File: src/rtl/demux18_deser_pkg.sv
// Shared definitions for the serial-to-parallel demultiplexer.
//   DEFAULT_W  : default word width (power of two, >= 2)
//   sel_width(): width of a position counter that addresses every bit of a word
//   W_LAST     : index of the last bit of a default-width word
package demux_pkg;

    localparam int DEFAULT_W = 8;

    function automatic int sel_width(input int w);
        return $clog2(w);
    endfunction

    localparam int W_LAST = DEFAULT_W - 1;

endpackage

File: src/rtl/demux18_deser_dec.sv
// 1:W one-hot write-enable decoder; the write-side inverse of an out = in[sel]
// bit-select mux.
//   sel : position to enable
//   en  : global enable; when low every output is low
//   we  : one-hot write enables, bit sel set when en is high
module demux18_dec
    import demux_pkg::*;
#(
    parameter int W = DEFAULT_W,
    localparam int SEL_W = sel_width(W)
) (
    input  logic [SEL_W-1:0] sel,
    input  logic             en,
    output logic [W-1:0]     we
);

    generate
        for (genvar gi = 0; gi < W; gi++) begin : g_we
            assign we[gi] = en && (sel == SEL_W'(gi));
        end
    endgenerate

endmodule

File: src/rtl/demux18_deser.sv
// Serial-to-parallel demultiplexer. Each accepted bit lands at word position
// sel (LSB first); a completed word moves to a one-deep output register with a
// valid/ready handshake.
//   clk, rst   : clock and synchronous active-high reset
//   flush      : discard the partial word (output register untouched)
//   in_bit     : serial data, qualified by in_valid, accepted when in_ready
//   out_word   : assembled word, qualified by out_valid, taken when out_ready
//   sel        : position the next accepted bit will occupy
module demux18_deser
    import demux_pkg::*;
#(
    parameter int W = DEFAULT_W,
    localparam int SEL_W = sel_width(W)
) (
    input  logic             clk,
    input  logic             rst,
    input  logic             flush,
    input  logic             in_bit,
    input  logic             in_valid,
    output logic             in_ready,
    output logic [W-1:0]     out_word,
    output logic             out_valid,
    input  logic             out_ready,
    output logic [SEL_W-1:0] sel
);

    localparam logic [SEL_W-1:0] SEL_LAST = SEL_W'(W - 1);

    logic [SEL_W-1:0] sel_reg,       sel_next;
    logic [W-1:0]     acc_reg,       acc_next;
    logic [W-1:0]     out_word_reg,  out_word_next;
    logic             out_valid_reg, out_valid_next;

    logic         accept;
    logic         complete;
    logic         at_last;
    logic [W-1:0] we;

    assign at_last = (sel_reg == SEL_LAST);

    // The last bit is held off only while the previous word is still waiting.
    // out_ready deliberately does not feed in_ready, so a drain releases the
    // last bit one cycle later.
    assign in_ready = !rst && !flush && !(at_last && out_valid_reg);
    assign accept   = in_valid && in_ready;
    assign complete = accept && at_last;

    demux18_dec #(.W(W)) u_dec (
        .sel (sel_reg),
        .en  (accept),
        .we  (we)
    );

    // Accumulator bits clear on flush and on completion, so the next word
    // never carries stale bits.
    generate
        for (genvar gi = 0; gi < W; gi++) begin : g_acc
            assign acc_next[gi] = (flush || complete) ? 1'b0
                                : (we[gi] ? in_bit : acc_reg[gi]);
        end
    endgenerate

    always_comb begin
        sel_next = sel_reg;
        if (flush) begin
            sel_next = '0;
        end else if (accept) begin
            sel_next = at_last ? '0 : sel_reg + 1'b1;
        end
    end

    // A completion overrides a coincident drain: the new word loads and
    // out_valid stays high.
    always_comb begin
        out_word_next  = out_word_reg;
        out_valid_next = out_valid_reg;
        if (complete) begin
            out_word_next  = {in_bit, acc_reg[W-2:0]};
            out_valid_next = 1'b1;
        end else if (out_valid_reg && out_ready) begin
            out_valid_next = 1'b0;
        end
    end

    always_ff @(posedge clk) begin
        if (rst) begin
            sel_reg       <= '0;
            acc_reg       <= '0;
            out_word_reg  <= '0;
            out_valid_reg <= 1'b0;
        end else begin
            sel_reg       <= sel_next;
            acc_reg       <= acc_next;
            out_word_reg  <= out_word_next;
            out_valid_reg <= out_valid_next;
        end
    end

    assign sel       = sel_reg;
    assign out_word  = out_word_reg;
    assign out_valid = out_valid_reg;

endmodule

File: config.mk
export PLATFORM = sky130hd
export DESIGN_NAME = demux18_deser
export DESIGN_NICKNAME = d
export VERILOG_FILES = /design/src/rtl/demux18_deser_pkg.sv /design/src/rtl/demux18_deser_dec.sv /design/src/rtl/demux18_deser.sv
export SDC_FILE = /design/constraint.sdc
export NUM_CORES = 1
export LEC_CHECK = 0
export ABC_CLOCK_PERIOD_IN_PS = 4900
export CAP_MARGIN = 20
export CORE_ASPECT_RATIO = 1.25
export CORE_MARGIN = 4
export CORE_UTILIZATION = 45
export DETAILED_ROUTE_END_ITERATION = 16
export PLACE_DENSITY = 0.79
export SYNTH_ARGS = -nofsm -noshare
export SYNTH_HDL_FRONTEND = slang
export SYNTH_SLANG_ARGS = --single-unit
export TNS_END_PERCENT = 10
File: constraint.sdc
create_clock -name clk -period 4.9 [get_ports clk]
set_input_delay 1.225 -clock clk [delete_from_list [all_inputs] [get_ports clk]]
set_output_delay 1.225 -clock clk [all_outputs]
set_load 0.05 [all_outputs]
After elaboration in Yosys (flattened, before gate mapping)
Index checks and enable logic that the tools add are counted.
{ "word_totals": {"elab_cells": 42, "ff_bits": 19, "inputBits": 6, "out_inout_bits": 13} }
{ "classes": {"n_eq_ne": 7, "n_reduce_logical": 21, "addsub": 1, "mux": 3} }
{ "op_table": {"columns": ["operator", "count"], "rows": [
  ["$logic_and A1 B1 Y1", 13],
  ["$eq A3 B3 Y1 const B", 4],
  ["$eq A3 B2 Y1 const B", 2],
  ["$reduce_or A2 Y1", 2],
  ["$add A3 B1 Y3 const B", 1],
  ["$eq A3 B1 Y1 const B", 1],
  ["$logic_not A1 Y1", 3],
  ["$logic_not A3 Y1", 1],
  ["$mux W3", 1],
  ["$mux W1", 2],
  ["$reduce_bool A2 Y1", 1],
  ["$logic_or A1 B1 Y1", 1]
]} }

Depth between registers and ports, before layout
Gate-level depths: netlist (run 1).
{ "depth": {"depth_word": 8, "mapped_depth": 6, "depth_no_buf": 5} }

Hierarchy
Synthesis (run 1) repeated with hierarchy kept, for this count alone.
{ "hier_totals": {"cells_unflattened": 92, "area_unflattened_um2": 883.3} }
{ "by_module_without_submodules": {"columns": ["module", "instances", "seq_area_each_um2", "cells_each", "area_per_inst_um2"], "rows": [
  ["demux18_deser", 1, 380.4, 84, 787.0],
  ["demux18_dec", 1, 0.0, 8, 96.3]
]} }

Least setup slack after synthesis (run 1)
OpenSTA, ideal clock, no wires.
{ "synth_timing": {"kind": "input -> output", "start": "input flush", "end": "output in_ready", "cell_stages": 2, "n_path_buf": 1, "path_slack_ps": 1699, "required_time_ps": 3675, "t_arrival_ps": 1976, "cell_sequence": "buf_6 > a211oi_4"} }
{ "synth_via": {"elab_chain_len": 3} }
{ "synth_lines": {"columns": ["element", "line", "text"], "rows": [
  ["start, declared", "demux18_deser.sv:17", "input logic flush,"],
  ["$logic_not A1 Y1", "demux18_deser.sv:44", "assign in_ready = !rst && !flush && !(at_last && out_valid_reg);"],
  ["$logic_and A1 B1 Y1 (2 in series)", "demux18_deser.sv:44", null],
  ["end, declared", "demux18_deser.sv:20", "output logic in_ready,"]
]} }
Every way passes these cells.

Worst setup path in the final report (run 1)
Ends and elaborated chain as after synthesis.

==> results.md, run 1 <==
- Pleak: 0.487 nW
- Worst r2r path cells: 5
- Slew Limit Fails: 0
- Port Buffers: 18
- Slew margin rel.: 0.668
- Worst-Skew Late Latency: 300 ps
- Vias in the first global route: 718
- Cell Area, Synth: 933 sq um
- Fraction of the mapped netlist area in simple logic gates: 0.223
- DRT Pass-1 Iters: 2
- Worst Path Required: 3670 ps
- Power consumption: 0.259 mW
- Register area share after synthesis: 0.408
- Power per cell area: 225 nW/um^2
- Setup crit start kind: input pin
- Finished Core Util: 0.580
- CP Capture Type: output port
- Hold path cells: 2
- Hold WS: 455 ps
- Hold-fix buffers, CTS: 0
- Root Driver: clkbuf_4
- Worst-Margin Slew: 497 ps
- Worst Hold Class: reg2reg
- Worst-path clk slew: 110 ps
- MaxCap Viol Count: 0
- Syn nets: 110
- Unrepaired setup endpoints after global routing: false
- Largest family of logic cells by synthesized area: simple AND/OR/NAND/NOR gates
- Slowest stage delay, CP: 870 ps
- Diodes inserted: 0
- Most frequent cells in the layout: nand3_1, dfxtp_1, clkdlybuf4s50_1, mux2i_1, nand2_1
- Reg-to-Reg Start: sel[1]
- Die width: 48.7 um
- Netlist cell types: 23
- Mux cell area share after synthesis: 0.0965
- Yosys warns: 0
- Crit path kind: in2out
- Critical-path cell list: clkdlybuf4s50_1 -> a211oi_4 -> clkdlybuf4s50_1
- Iteration-0 DRC Markers: 12
- Row count: 18
- F_max: 240 MHz
- Vias after detailed routing: 760
- Core ar.: 1980 sq um
- Critical path fanouts, max: 7
- Fillers: 175
- Nets: 130
- Layout cell share with drive strength beyond 1: 0.103
- Final setup viols: 0
- Final Hold Viols: 0
- #FFs+latches synth: 19
- CTS tree: built
- Pin count of the biggest net entering global routing: 22
- Drt wl/cell: 13.0 um
- Clock sink total: 19
- Commonest non-fill, non-tap cell in the layout: nand3_1
- Max clock buf depth: 2
- Worst R2R End: acc_reg[0]
- Highest-delay cell along the critical path: clkdlybuf4s50_1
- # resized after CTS: 0
- Vias per cell: 5.55
- Post-Synth XOR/XNOR Area: 0
- HPWL Detailed: 1320 um
- Tmin final: 4170 ps
- Startpoint of the worst hold path: acc_reg[2]
- Starting Density: 0.471
- Placement Cell Area: 1120 sq um
- Total CTS buffers: 3
- Synth Area in Adders: 0.0804
- Hold EP: out_word[2]
- IR Drop Worst-Case VDD: 0.000208 V
- Initial antenna violation count: 0
- Final instance area: 1150 sq um
- Total die area: 2870 sq um
- Most frequent CP cell: clkdlybuf4s50_1
- GRT Util Overall: 0.142
- Final Cycle Share: 0.851
- Final Skew: 2.26 ps
- # DRC: 0
- I/O pin cnt: 19
- Grt ovf: 0
- Synth Area in Compound Gates: 0.135
- # Post-CTS Setup Buffers: 0
- Final wirelength: 1780 um
- First-pass GRT wire length: 3180 um
- Die H: 58.9 um
- Antenna viol nets, final: 0
- CP arrival: 2940 ps
- Syn avg cell area: 9.52 sq um
- R2R setup slack: 3070 ps
- Gpl congestion: 0.868
- TNS Setup: 0 ps
- Max reg flops: 8
- Status: finished, final reports clean
- Syn Inst Count: 98
- Area Overhead vs Synth: 23.2%
- Htree depth: 1
through the flow:
stage / worst slack (ps) / cells
2_1_floorplan: 1700 / 98
3_3_place_gp: 740 / 133
3_5_place_dp: 717 / 133
4_1_cts: 718 / 137
5_1_grt: 662 / 137
6_report: 731 / 137
power breakdown:
group,switching (mW),internal [mW]
logic,0.0141,0.00960
registers,0.000387,0.155
clock network,0.0500,0.0305
final cells by class:
cell class,count,area (sq um),area share
clock buffer,3,22.5,0.0196
clock inverter,1,5.00,0.00435
inverter,4,15.0,0.0131
multi-input combinational,69,499,0.434
sequential,19,380,0.331
tap,20,25.0,0.0218
timing repair buffer,21,203,0.176
synth_stat cells, drive strengths merged:
cell type / n / area, sq um
a211oi: 1 / 20.0
a21oi: 3 / 15.0
a31o: 1 / 8.76
nor2: 2 / 7.51
o21ai: 2 / 10.0
nand4: 3 / 18.8
and3b: 1 / 8.76
a2111oi: 1 / 27.5
mux2i: 9 / 90.1
and3: 1 / 6.26
nand3b: 1 / 11.3
nor2b: 1 / 6.26
o211ai: 6 / 45.0
dfxtp: 19 / 380
nand2: 8 / 32.5
ha: 6 / 75.1
or2: 1 / 6.26
nand3: 22 / 110
inv: 4 / 15.0
buf: 6 / 38.8
critical path, delay by kind of cell:
kind,cells,cell delay [ps]
buffers and inverters,2,1330
AOI/OAI and AO/OA,1,380
cell families (layout without fill, tap and decap cells):
group / Yosys count / after routing
adders and majority gates: 6 / 6
muxes: 9 / 9
DFF: 19 / 19
buffers and inverters: 10 / 29
and+or+nand+nor: 40 / 40
AOI/OAI and AO/OA: 14 / 14
routing by layer:
layer  GRT usage  part of all wire  wire (um)
met4      0.0923             0.029         52
met5           0                 0          0
met2       0.233              0.49        865
met3      0.0278             0.037         66
met1       0.169              0.45        790
worst max path at each step:
stage                     slack (ps)  cells after the start        to   from
after floorplan                 1700                      2  in_ready  flush
after global placement           740                      3  in_ready  flush
after detailed placement         720                      3  in_ready    rst
after CTS                        720                      3  in_ready    rst
after global routing             660                      3  in_ready  flush
final                            730                      3  in_ready  flush
No activity file was read; power rests on OpenSTA's default activity.
==> run 2, diff against run 1 <==
--- a/config.mk
+++ b/config.mk
@@ -12,6 +12,7 @@
 export CORE_UTILIZATION = 45
 export DETAILED_ROUTE_END_ITERATION = 16
 export PLACE_DENSITY = 0.79
+export REMOVE_ABC_BUFFERS = 1
 export SYNTH_ARGS = -nofsm -noshare
 export SYNTH_HDL_FRONTEND = slang
 export SYNTH_SLANG_ARGS = --single-unit
==> results.md, run 2 (synthesis results as in run 1) <==
- Antenna viol nets, final: 0 (unchanged)
- Worst Path Required: 3670 ps (about the same)
- Fillers: 180 (+2.9%)
- Worst Hold Class: reg2reg
- Worst-path clk slew: 100 ps (about the same)
- Hold WS: 461 ps (+6.03 ps)
- # resized after CTS: 0 (unchanged)
- Final Skew: 2.57 ps (+0.314 ps)
- Vias in the first global route: 741 (+3.2%)
- Power per cell area: 225 nW/um^2 (-0.40%)
- DRT Pass-1 Iters: 4 (+2)
- Layout cell share with drive strength beyond 1: 0.0783 (-0.0243)
- Vias after detailed routing: 752 (-1.1%)
- Register area: 380 sq um (unchanged)
- Status: finished, final reports clean
- IR Drop Worst-Case VDD: 0.000119 V (-43%)
- Most frequent cells in the layout: nand3_1, dfxtp_1, clkdlybuf4s50_1, mux2i_1, nand2_1
- Final Hold Viols: 0 (unchanged)
- Worst-Skew Late Latency: 290 ps (about the same)
- Unrepaired setup endpoints after global routing: false
- Tmin final: 4440 ps (+266 ps)
- Worst setup slack after placement: 498 ps (-220 ps)
- Htree depth: 1 (unchanged)
- Final wirelength: 1870 um (+5.1%)
- Worst-Margin Slew: 510 ps (+13.4 ps)
- Footprint of the multi-input gates: 499 sq um (unchanged)
- # DRC: 0 (unchanged)
- Nets: 128 (-1.5%)
- Vias per cell: 5.57 (+0.41%)
- Total die area: 2870 sq um (unchanged)
- I/O pin cnt: 19 (unchanged)
- GRT Util Overall: 0.141 (-0.000607)
- CP arrival: 3210 ps (+270 ps)
- MaxCap Viol Count: 0 (unchanged)
- Startpoint of the worst hold path: acc_reg[6]
- Drt wl/cell: 13.8 um (+6.6%)
- Area Overhead vs Synth: 21.4%
- Hold path cells: 2 (unchanged)
- Die width: 48.7 um (unchanged)
- Gpl congestion: 0.841 (-3.0%)
- R2R setup slack: 3000 ps (-70 ps)
- Diodes inserted: 0 (unchanged)
- Initial antenna violation count: 0 (unchanged)
- # Post-CTS Setup Buffers: 0 (unchanged)
- Critical path fanouts, max: 10 (+3)
- Starting Density: 0.471 (unchanged)
- Hold EP: out_word[6]
- F_max: 225 MHz (-6.0%)
- Final setup viols: 0 (unchanged)
- Reg-to-Reg Start: sel[0]
- CP Capture Type: output port
- Total CTS buffers: 3 (unchanged)
- HPWL Detailed: 1380 um (+5.1%)
- Die H: 58.9 um (unchanged)
- Iteration-0 DRC Markers: 17 (+5)
- Slew margin rel.: 0.659 (-0.00897)
- Commonest non-fill, non-tap cell in the layout: nand3_1
- Row count: 18 (unchanged)
- Pleak: 0.475 nW (-2.5%)
- First-pass GRT wire length: 3310 um (+3.9%)
- Pin count of the biggest net entering global routing: 22 (unchanged)
- Hold-fix buffers, CTS: 0 (unchanged)
- Max reg flops: 8 (unchanged)
- Worst r2r path cells: 5 (unchanged)
- Max clock buf depth: 2 (unchanged)
- Port Buffers: 18 (unchanged)
- Root Driver: clkbuf_4
- Finished Core Util: 0.572 (-0.00821)
- Core ar.: 1980 sq um (unchanged)
- TNS Setup: 0 ps (unchanged)
- Final WS setup: 465 ps (-266 ps)
- Slew Limit Fails: 0 (unchanged)
- Setup crit start kind: input pin
- Final Cycle Share: 0.905 (+0.0543)
- Grt ovf: 0 (unchanged)
- Worst R2R End: acc_reg[2]
- Clock sink total: 19 (unchanged)
- Crit path kind: in2out
- CTS tree: built
-- run 2: layout make-up --
| type | instances | share of cell area |
|---|---|---|
| Sequential cell | 19 | 0.336 |
| Timing Repair Buffer | 19 | 0.166 |
| Clock buffer | 4 | 0.0232 |
| Multi-Input combinational cell | 69 | 0.440 |
| Inverter | 4 | 0.0132 |
| Tap cell | 20 | 0.0221 |
-- run 2: how the worst max path moves through the flow --
| stage | from | end | slack [ps] | cells past startpoint |
|---|---|---|---|---|
| 2_1_floorplan | flush | in_ready | 1830 | 1 |
| 3_3_place_gp | flush | in_ready | 520 | 3 |
| 3_5_place_dp | flush | in_ready | 500 | 3 |
| 4_1_cts | flush | in_ready | 490 | 3 |
| 5_1_grt | flush | in_ready | 410 | 3 |
| 6_report | flush | in_ready | 460 | 3 |
-- run 2: report_power, final --
part | switching, mW | internal [mW]
Combinational | 0.0137 | 0.00849
Clock | 0.0457 | 0.0316
Sequential | 0.000425 | 0.155
Total | 0.0597 | 0.195
-- run 2: metal layers --
| metal | global-route usage | wire (um) |
|---|---|---|
| met1 | 0.192 | 862 |
| met2 | 0.222 | 885 |
| met3 | 0.0329 | 95 |
| met4 | 0.0462 | 21 |
| met5 | 0 | 0 |
-- run 2: stage by stage --
stage	instance area (sq um)	power (mW)	cells
finish	1130	0.255	135
global route	1130	0.265	135
CTS	1130	0.257	135
detailed placement	1110	0.181	131
global placement	1110	0.180	131
floorplan	895	0.169	92
-- run 2: critical path, stage by stage --
cell	delay, ps
clkdlybuf4s50_1	630
a211oi_4	460
clkdlybuf4s50_1	890
